File: config.mk
export PLATFORM = sky130hd
export DESIGN_NAME = dw_data_handoff_mc
export DESIGN_NICKNAME = d
export VERILOG_FILES = /design/src/rtl/dw_data_handoff_mc.sv
export SDC_FILE = /design/constraint.sdc
export NUM_CORES = 1
export LEC_CHECK = 0
export ABC_AREA = 1
export CAP_MARGIN = 0
export CORE_UTILIZATION = 55
export DETAILED_ROUTE_END_ITERATION = 6
export MAX_ROUTING_LAYER = met4
export PLACE_DENSITY = 0.8
export SLEW_MARGIN = 5
export SYNTH_ARGS = -nofsm -noshare
export SYNTH_HDL_FRONTEND = slang
export SYNTH_SLANG_ARGS = --single-unit
export TNS_END_PERCENT = 5
File: constraint.sdc
create_clock -name clk -period 4.8 [get_ports clk]
set_input_delay 0.96 -clock clk [delete_from_list [all_inputs] [get_ports clk]]
set_output_delay 0.96 -clock clk [all_outputs]
set_load 0.1 [all_outputs]
File: src/rtl/dw_data_handoff_mc.sv
// Multi-channel data handoff: per-channel pending queues drained round-robin
// into a single ready/valid output register with drop and done reporting.
module dw_data_handoff_mc #(
    parameter int unsigned WIDTH      = 8,
    parameter int unsigned CHANNELS   = 4,
    parameter int unsigned PEND_DEPTH = 2,
    parameter int unsigned DONE_MODE  = 0,
    parameter int unsigned CW         = (CHANNELS > 1) ? $clog2(CHANNELS) : 1
) (
    input  logic                      clk,
    input  logic                      rst,
    input  logic                      init,
    input  logic [CHANNELS-1:0]       send,
    input  logic [CHANNELS*WIDTH-1:0] data,
    input  logic                      ready_in,
    output logic [CHANNELS-1:0]       empty,
    output logic [CHANNELS-1:0]       full,
    output logic [CHANNELS-1:0]       done,
    output logic [CHANNELS-1:0]       drop,
    output logic                      data_avail,
    output logic [WIDTH-1:0]          data_out,
    output logic [CW-1:0]             chan_out
);

    localparam int unsigned PW = (PEND_DEPTH > 1) ? $clog2(PEND_DEPTH) : 1;
    localparam int unsigned NW = $clog2(PEND_DEPTH + 1);

    logic [WIDTH-1:0]    mem     [CHANNELS][PEND_DEPTH];
    logic [PW-1:0]       rd_ptr  [CHANNELS];
    logic [PW-1:0]       wr_ptr  [CHANNELS];
    logic [NW-1:0]       cnt     [CHANNELS];
    logic [NW-1:0]       cnt_nxt [CHANNELS];
    logic [CW-1:0]       last_grant;
    logic [CW-1:0]       cand;
    logic [CW-1:0]       grant_idx;
    logic                grant_found;
    logic                load_en;
    logic                handshake;
    logic [CHANNELS-1:0] enq;
    logic [CHANNELS-1:0] deq;

    // Pointers wrap explicitly so non-power-of-two depths work.
    function automatic logic [PW-1:0] ptr_inc(input logic [PW-1:0] p);
        return (p == PW'(PEND_DEPTH - 1)) ? '0 : p + 1'b1;
    endfunction

    // Round-robin grant from registered counts, plus per-channel enqueue/dequeue decode.
    always_comb begin
        handshake   = data_avail & ready_in;
        grant_found = 1'b0;
        grant_idx   = '0;
        cand        = '0;
        for (int unsigned i = 1; i <= CHANNELS; i++) begin
            cand = CW'((32'(last_grant) + i) % CHANNELS);
            if (!grant_found && (cnt[cand] != '0)) begin
                grant_found = 1'b1;
                grant_idx   = cand;
            end
        end
        load_en = (!data_avail || ready_in) && grant_found;
        for (int unsigned c = 0; c < CHANNELS; c++) begin
            enq[c]     = send[c] & ~full[c];
            deq[c]     = load_en && (grant_idx == CW'(c));
            cnt_nxt[c] = cnt[c] + NW'(enq[c]) - NW'(deq[c]);
        end
    end

    // Queue state, output register and status/pulse registers.
    always_ff @(posedge clk) begin
        if (rst || init) begin
            for (int unsigned c = 0; c < CHANNELS; c++) begin
                rd_ptr[c] <= '0;
                wr_ptr[c] <= '0;
                cnt[c]    <= '0;
            end
            last_grant <= CW'(CHANNELS - 1);
            empty      <= '1;
            full       <= '0;
            done       <= '0;
            drop       <= '0;
            data_avail <= 1'b0;
            data_out   <= '0;
            chan_out   <= '0;
        end else begin
            for (int unsigned c = 0; c < CHANNELS; c++) begin
                if (enq[c]) begin
                    mem[c][wr_ptr[c]] <= data[c*WIDTH +: WIDTH];
                    wr_ptr[c]         <= ptr_inc(wr_ptr[c]);
                end
                if (deq[c]) begin
                    rd_ptr[c] <= ptr_inc(rd_ptr[c]);
                end
                cnt[c]   <= cnt_nxt[c];
                empty[c] <= (cnt_nxt[c] == '0);
                full[c]  <= (cnt_nxt[c] == NW'(PEND_DEPTH));
            end
            drop <= send & full;
            if (DONE_MODE != 0) begin
                done <= enq;
            end else begin
                done <= handshake ? (CHANNELS'(1) << chan_out) : '0;
            end
            if (load_en) begin
                data_avail <= 1'b1;
                data_out   <= mem[grant_idx][rd_ptr[grant_idx]];
                chan_out   <= grant_idx;
                last_grant <= grant_idx;
            end else if (handshake) begin
                data_avail <= 1'b0;
            end
        end
    end

endmodule

==> metrics.txt, run 1 <==
Post-CTS Hold Buffers 0; PortBufs between 60 and 70; vias in the first global route approximately 3600; DR vias between 3000 and 4000; nets 665; Tightest Pin Transition roughly 0.99 ns; Critical Path Max Stage Delay between 0.5 and 0.6 ns; Starting Density between 50% and 60%; Syn Nets between 600 and 700; Root Driver clkbuf_8; Critical Path AT 3.60 ns; most frequent cells in the layout nand2_1 (102), inv_1 (101), nand3_1 (76), edfxtp_1 (72), nor2_1 (68); CTS buffer count 9; Synth area leader edfxtp_1; flops & latches, synth 111; First-pass DRT Iterations 7; Max Used Layer met4; final hold vios 0; worst rel slew slack about 34%; top cells by area, synth edfxtp_1 (43%), dfxtp_1 (15%), nand2_1 (7.6%), nand3_1 (7.5%), inv_1 (7.5%); synth warn 0; Crit-path slowest cell dfxtp_1; r2r setup slk 1.48 ns; CTS tree done; Max-Cap Viols 0; Syn Std Cell Area just over 5000 um^2; layout cells sized above 1 under 10%; CTS HTree Levels 3; WL met3 between 600 and 700 um; Routed met2 length between 4000 and 5000 um; diode count 0; All-Layer GR Usage between 20% and 30%; Critical Path Source Type register; Iter 0 DRT Violations 274; FMAX around 0.3 GHz; GRT overflow 0; FILL cells 712; GPL Wtd Cong a little under 0.9; CP Capture Type register; CP Cell Sequence inv_4, o21ai_1, nand2_1, nand2_2, nand2_2, nor2_8, nand2_2, nand3_2, buf_4, nand2_2, buf_4, nand2_1, nand2_1, nand2_2, nand2_2, nand2_1, nand3_1, nand2_1, inv_1; I/O pin count 67; Routed Wire Length roughly 11000 um; antenna viol nets, final 0; met1 WL about 5000 um; run status finished with violations; Core Region roughly 8800 um^2; postcts setup bufs 0; count of cell types in the netlist 31; Worst Hold Class register to register; DIE AREA ~9600 um^2; drt drc 4; kind of critical path register to register; WL per Instance between 10 and 15 um; chip height 97.9 um; Clock Path Buffers 2; clk sinks approximately 110; Syn Inst Count about 560; Seq/Total Area, Yosys approximately three fifths; first-pass GRT wire length between 15000 and 20000 um; commonest non-fill, non-tap cell in the layout nand2_1; DPL Wire Length 7970 um; setup tns final 0 ns; max-slew violation count 0; largest net degree at the start of global routing 36; most used cell, CP nand2_2; final period utilization about 69%; Worst-Skew Late Latency roughly 0.38 ns; Layout Skew approximately 0.014 ns; initial antenna violation count 0; share of the synthesized area in the top cell type a little over two fifths; vias per cell between 5 and 6; FP Rows 34; RSZ-0062 raised after global routing no; Resized cells post-CTS 0; Req. time, crit path around 5 ns; CP max FO 35; violated checks DRC; syn_area_per_cell slightly above 9 um^2; CTS clock-pin slew for the worst setup and hold paths approximately 0.10 ns; # setup viols final 0; min cycle time layout roughly 3.3 ns; die width around 98 um; Area Growth Syn to Fin 18.2%
stage by stage:
step                area (um^2)  worst slack (ns)  hold slack [ns]  util (%)  std cells
finish                     5980              1.48            0.474      67.9        730
global route               5980              1.20            0.511      67.9        730
CTS                        5980              1.49            0.479      67.9        730
detailed placement         5770              1.35            0.461      65.5        714
global placement           5770              1.39            0.466      65.5        714
floorplan                  5060              2.23            0.539         -        556
final cells by class:
| class | count | area, um^2 | area share (%) |
|---|---|---|---|
| Clock buffer | 9 | 124 | 2.07 |
| Clock inverter | 7 | 88.8 | 1.49 |
| Inverter | 107 | 404 | 6.76 |
| Multi-Input combinational cell | 319 | 1600 | 26.8 |
| Sequential cell | 111 | 2940 | 49.2 |
| Tap cell | 108 | 135 | 2.26 |
| Timing Repair Buffer | 69 | 683 | 11.4 |
routing by layer:
layer | track usage (%) | up-vias
li1 | - | 1893
met1 | 34.4 | 1759
met2 | 37.6 | 122
met3 | 4.72 | 14
met4 | 6.76 | 0
met5 | - | -
synthesized netlist by cell type, drive strengths merged:
| master | count |
|---|---|
| nand2 | 114 |
| inv | 107 |
| nand3 | 80 |
| edfxtp | 72 |
| nor2 | 70 |
| dfxtp | 39 |
| o21ai | 15 |
| buf | 11 |
| nand3b | 9 |
| clkbuf | 8 |
| ha | 8 |
| xnor2 | 8 |
| o211ai | 5 |
| a21oi | 3 |
| nand4 | 3 |
| nor3 | 3 |
| nor4 | 1 |
worst max-delay path, delay by kind of cell (launching register included):
family          cells  cell delay (ns)
buf+inv             4             0.80
compound gates      1             0.10
simple gates       14             1.74
flops               1             0.58
worst paths after layout:
path,startpoint,end,cells past startpoint
max,last_grant[0],data_out[6],19
min,full[1],drop[1],2
max reg2reg,last_grant[0],data_out[6],19
min reg2reg,full[1],drop[1],2
state kept, by name (all words and copies together) (netlist names), named ones only:
| register | flops |
|---|---|
| wr_ptr | 4 |
| mem | 64 |
| drop | 4 |
| empty | 4 |
| chan_out | 2 |
| cnt | 8 |
| rd_ptr | 4 |
| data_avail | 1 |
| last_grant | 2 |
| done | 4 |
| data_out | 8 |
| full | 4 |
cell families after synthesis:
family / count (synthesis) / share of synthesized area, %
AND/OR/NAND/NOR: 280 / 25.3
AO/OA/AOI/OAI: 23 / 2.97
XOR/XNOR: 8 / 1.38
adder cells (fa/ha/maj): 8 / 1.98
flip-flops: 111 / 58.2
buffers and inverters: 126 / 10.2
Power of run 1 is left out: the tool's default activity adds up to more than one toggle a clock period on the data nets, which glitch-free logic cannot reach.
==> run 2: changes to the inputs <==
==> constraint.sdc (replaced) <==
create_clock -name clk -period 3.1 [get_ports clk]
set_input_delay 0.62 -clock clk [delete_from_list [all_inputs] [get_ports clk]]
set_output_delay 0.62 -clock clk [all_outputs]
set_load 0.1 [all_outputs]
==> run 2 against run 1 <==
- the flow still finishes with violations (DRC)
- via count is essentially flat
- flip-flop and latch count is the same
- first-iteration DRC count shrank 22%
- fmax grew 18%
==> metrics.txt, run 2 (synthesized netlist as in run 1, its figures left out) <==
Core Region 8810 um^2 (unchanged); max-slew violation count 0 (unchanged); drt drc 4 (unchanged); Largest register FFs 64 (unchanged); Root Driver clkbuf_8; FMAX 0.356 GHz (+18%); largest net degree at the start of global routing 35 (-2.8%); CP max FO 7 (-80%); Req. time, crit path 3.36 ns (-1.72 ns); layout cells sized above 1 13.2% (+5.9 points); CTS clock-pin slew for the worst setup and hold paths 0.10 ns (about the same); PortBufs 66 (unchanged); nets 677 (+1.8%); CTS buffer count 9 (unchanged); clk sinks 111 (unchanged); final hold vios 0 (unchanged); most used cell, CP nand2_1; Layout Skew 0.0116 ns (-0.00199 ns); Critical Path Max Stage Delay 0.50 ns (-0.08 ns); diode count 0 (unchanged); Worst Path Buf+Inv 4 (unchanged); Resized cells post-CTS 0 (unchanged); vias in the first global route 3665 (+0.47%); antenna viol nets, final 0 (unchanged); Starting Density 57.5% (unchanged); chip height 97.9 um (unchanged); Critical Path AT 3.07 ns (-0.53 ns); initial antenna violation count 0 (unchanged); RSZ-0062 raised after global routing no; Clock Path Buffers 2 (unchanged); kind of critical path register to register; Critical Path Source Type register; I/O pin count 67 (unchanged); CTS HTree Levels 3 (unchanged); Post-CTS Hold Buffers 0 (unchanged); violated checks DRC; setup tns final 0 ns (unchanged); First-pass DRT Iterations 7 (unchanged); Area Growth Syn to Fin 18.8%; postcts setup bufs 0 (unchanged); most frequent cells in the layout nand2_1 (102), inv_1 (101), nand3_1 (76), edfxtp_1 (72), nor2_1 (68); commonest non-fill, non-tap cell in the layout nand2_1; Max-Cap Viols 0 (unchanged); FP Rows 34 (unchanged); WL per Instance 14.0 um (-4.6%); # setup viols final 0 (unchanged); min cycle time layout 2.81 ns (-0.510 ns); Worst Hold Class register to register; Routed Wire Length 10400 um (-3.1%); Top delay family on crit path simple AND/OR/NAND/NOR gates; vias per cell 5.10 (-1.7%); worst rel slew slack 52.1% (+19 points); run status finished with violations; CP Cell Sequence inv_4, o21ai_1, nand2_1, nand2_2, nand2_2, nor2_8, nand2_1, nand3_1, nand2_1, o21ai_4, nor2_1, inv_1, nor2_1, ha_1, inv_1, ha_1, xnor2_1, nand2_1, inv_1, nor2_1; first-pass GRT wire length 17500 um (-2.4%); Crit-path slowest cell dfxtp_1; CTS tree done; die width 97.9 um (unchanged); final period utilization 90.6% (+21 points); Worst-Skew Late Latency 0.37 ns (about the same); All-Layer GR Usage 24.2% (-0.70 points); GPL Wtd Cong 0.923 (+4.2%); DR vias 3785 (-0.079%); DIE AREA 9590 um^2 (unchanged); Iter 0 DRT Violations 214 (-22%); CP Capture Type register; GRT overflow 0 (unchanged); Tightest Pin Transition 0.718 ns (-0.275 ns); DPL Wire Length 7910 um (-0.80%)
==> run 2: metal layers <==
layer  routed length, um  vias to the layer above  global-route usage, %
met2                4830                      120                   36.6
met4                 173                        0                   10.0
met5                   0                        -                      -
li1                    -                     1912                      -
met3                 543                       16                   3.44
met1                4860                     1737                   32.7
==> run 2: worst paths after layout <==
| path | to | slack (ns) | start | cells after the start |
|---|---|---|---|---|
| max | empty[1] | 0.29 | last_grant[0] | 20 |
| min | drop[2] | 0.48 | full[2] | 2 |
| max reg2reg | empty[1] | 0.29 | last_grant[0] | 20 |
| min reg2reg | drop[2] | 0.48 | full[2] | 2 |
==> run 2: through the flow <==
| step | hold WS [ns] | utilization (%) | cells | setup slack (ns) | area [um^2] |
|---|---|---|---|---|---|
| 3_5_place_dp | 0.466 | 65.8 | 726 | 0.306 | 5790 |
| 2_1_floorplan | 0.539 | - | 556 | 0.534 | 5060 |
| 6_report | 0.476 | 68.3 | 742 | 0.291 | 6010 |
| 3_3_place_gp | 0.459 | 65.8 | 726 | 0.467 | 5790 |
| 4_1_cts | 0.482 | 68.3 | 742 | 0.294 | 6010 |
| 5_1_grt | 0.512 | 68.3 | 742 | 0.0198 | 6010 |
==> run 2: layout make-up <==
type / count / area (um^2)
clock buffer: 9 / 124
clock inverter: 7 / 96.3
fill: 692 / 2800
inverter: 107 / 404
multi-input combinational: 319 / 1600
sequential: 111 / 2940
tap: 108 / 135
timing repair buffer: 81 / 706
==> run 2: worst min-delay path, cell delays in order, from the launching register on <==
cell	delay (ns)
dfxtp_1	0.34
nand2_1	0.07
nor2_1	0.04
Power of run 2 is left out for the same reason.
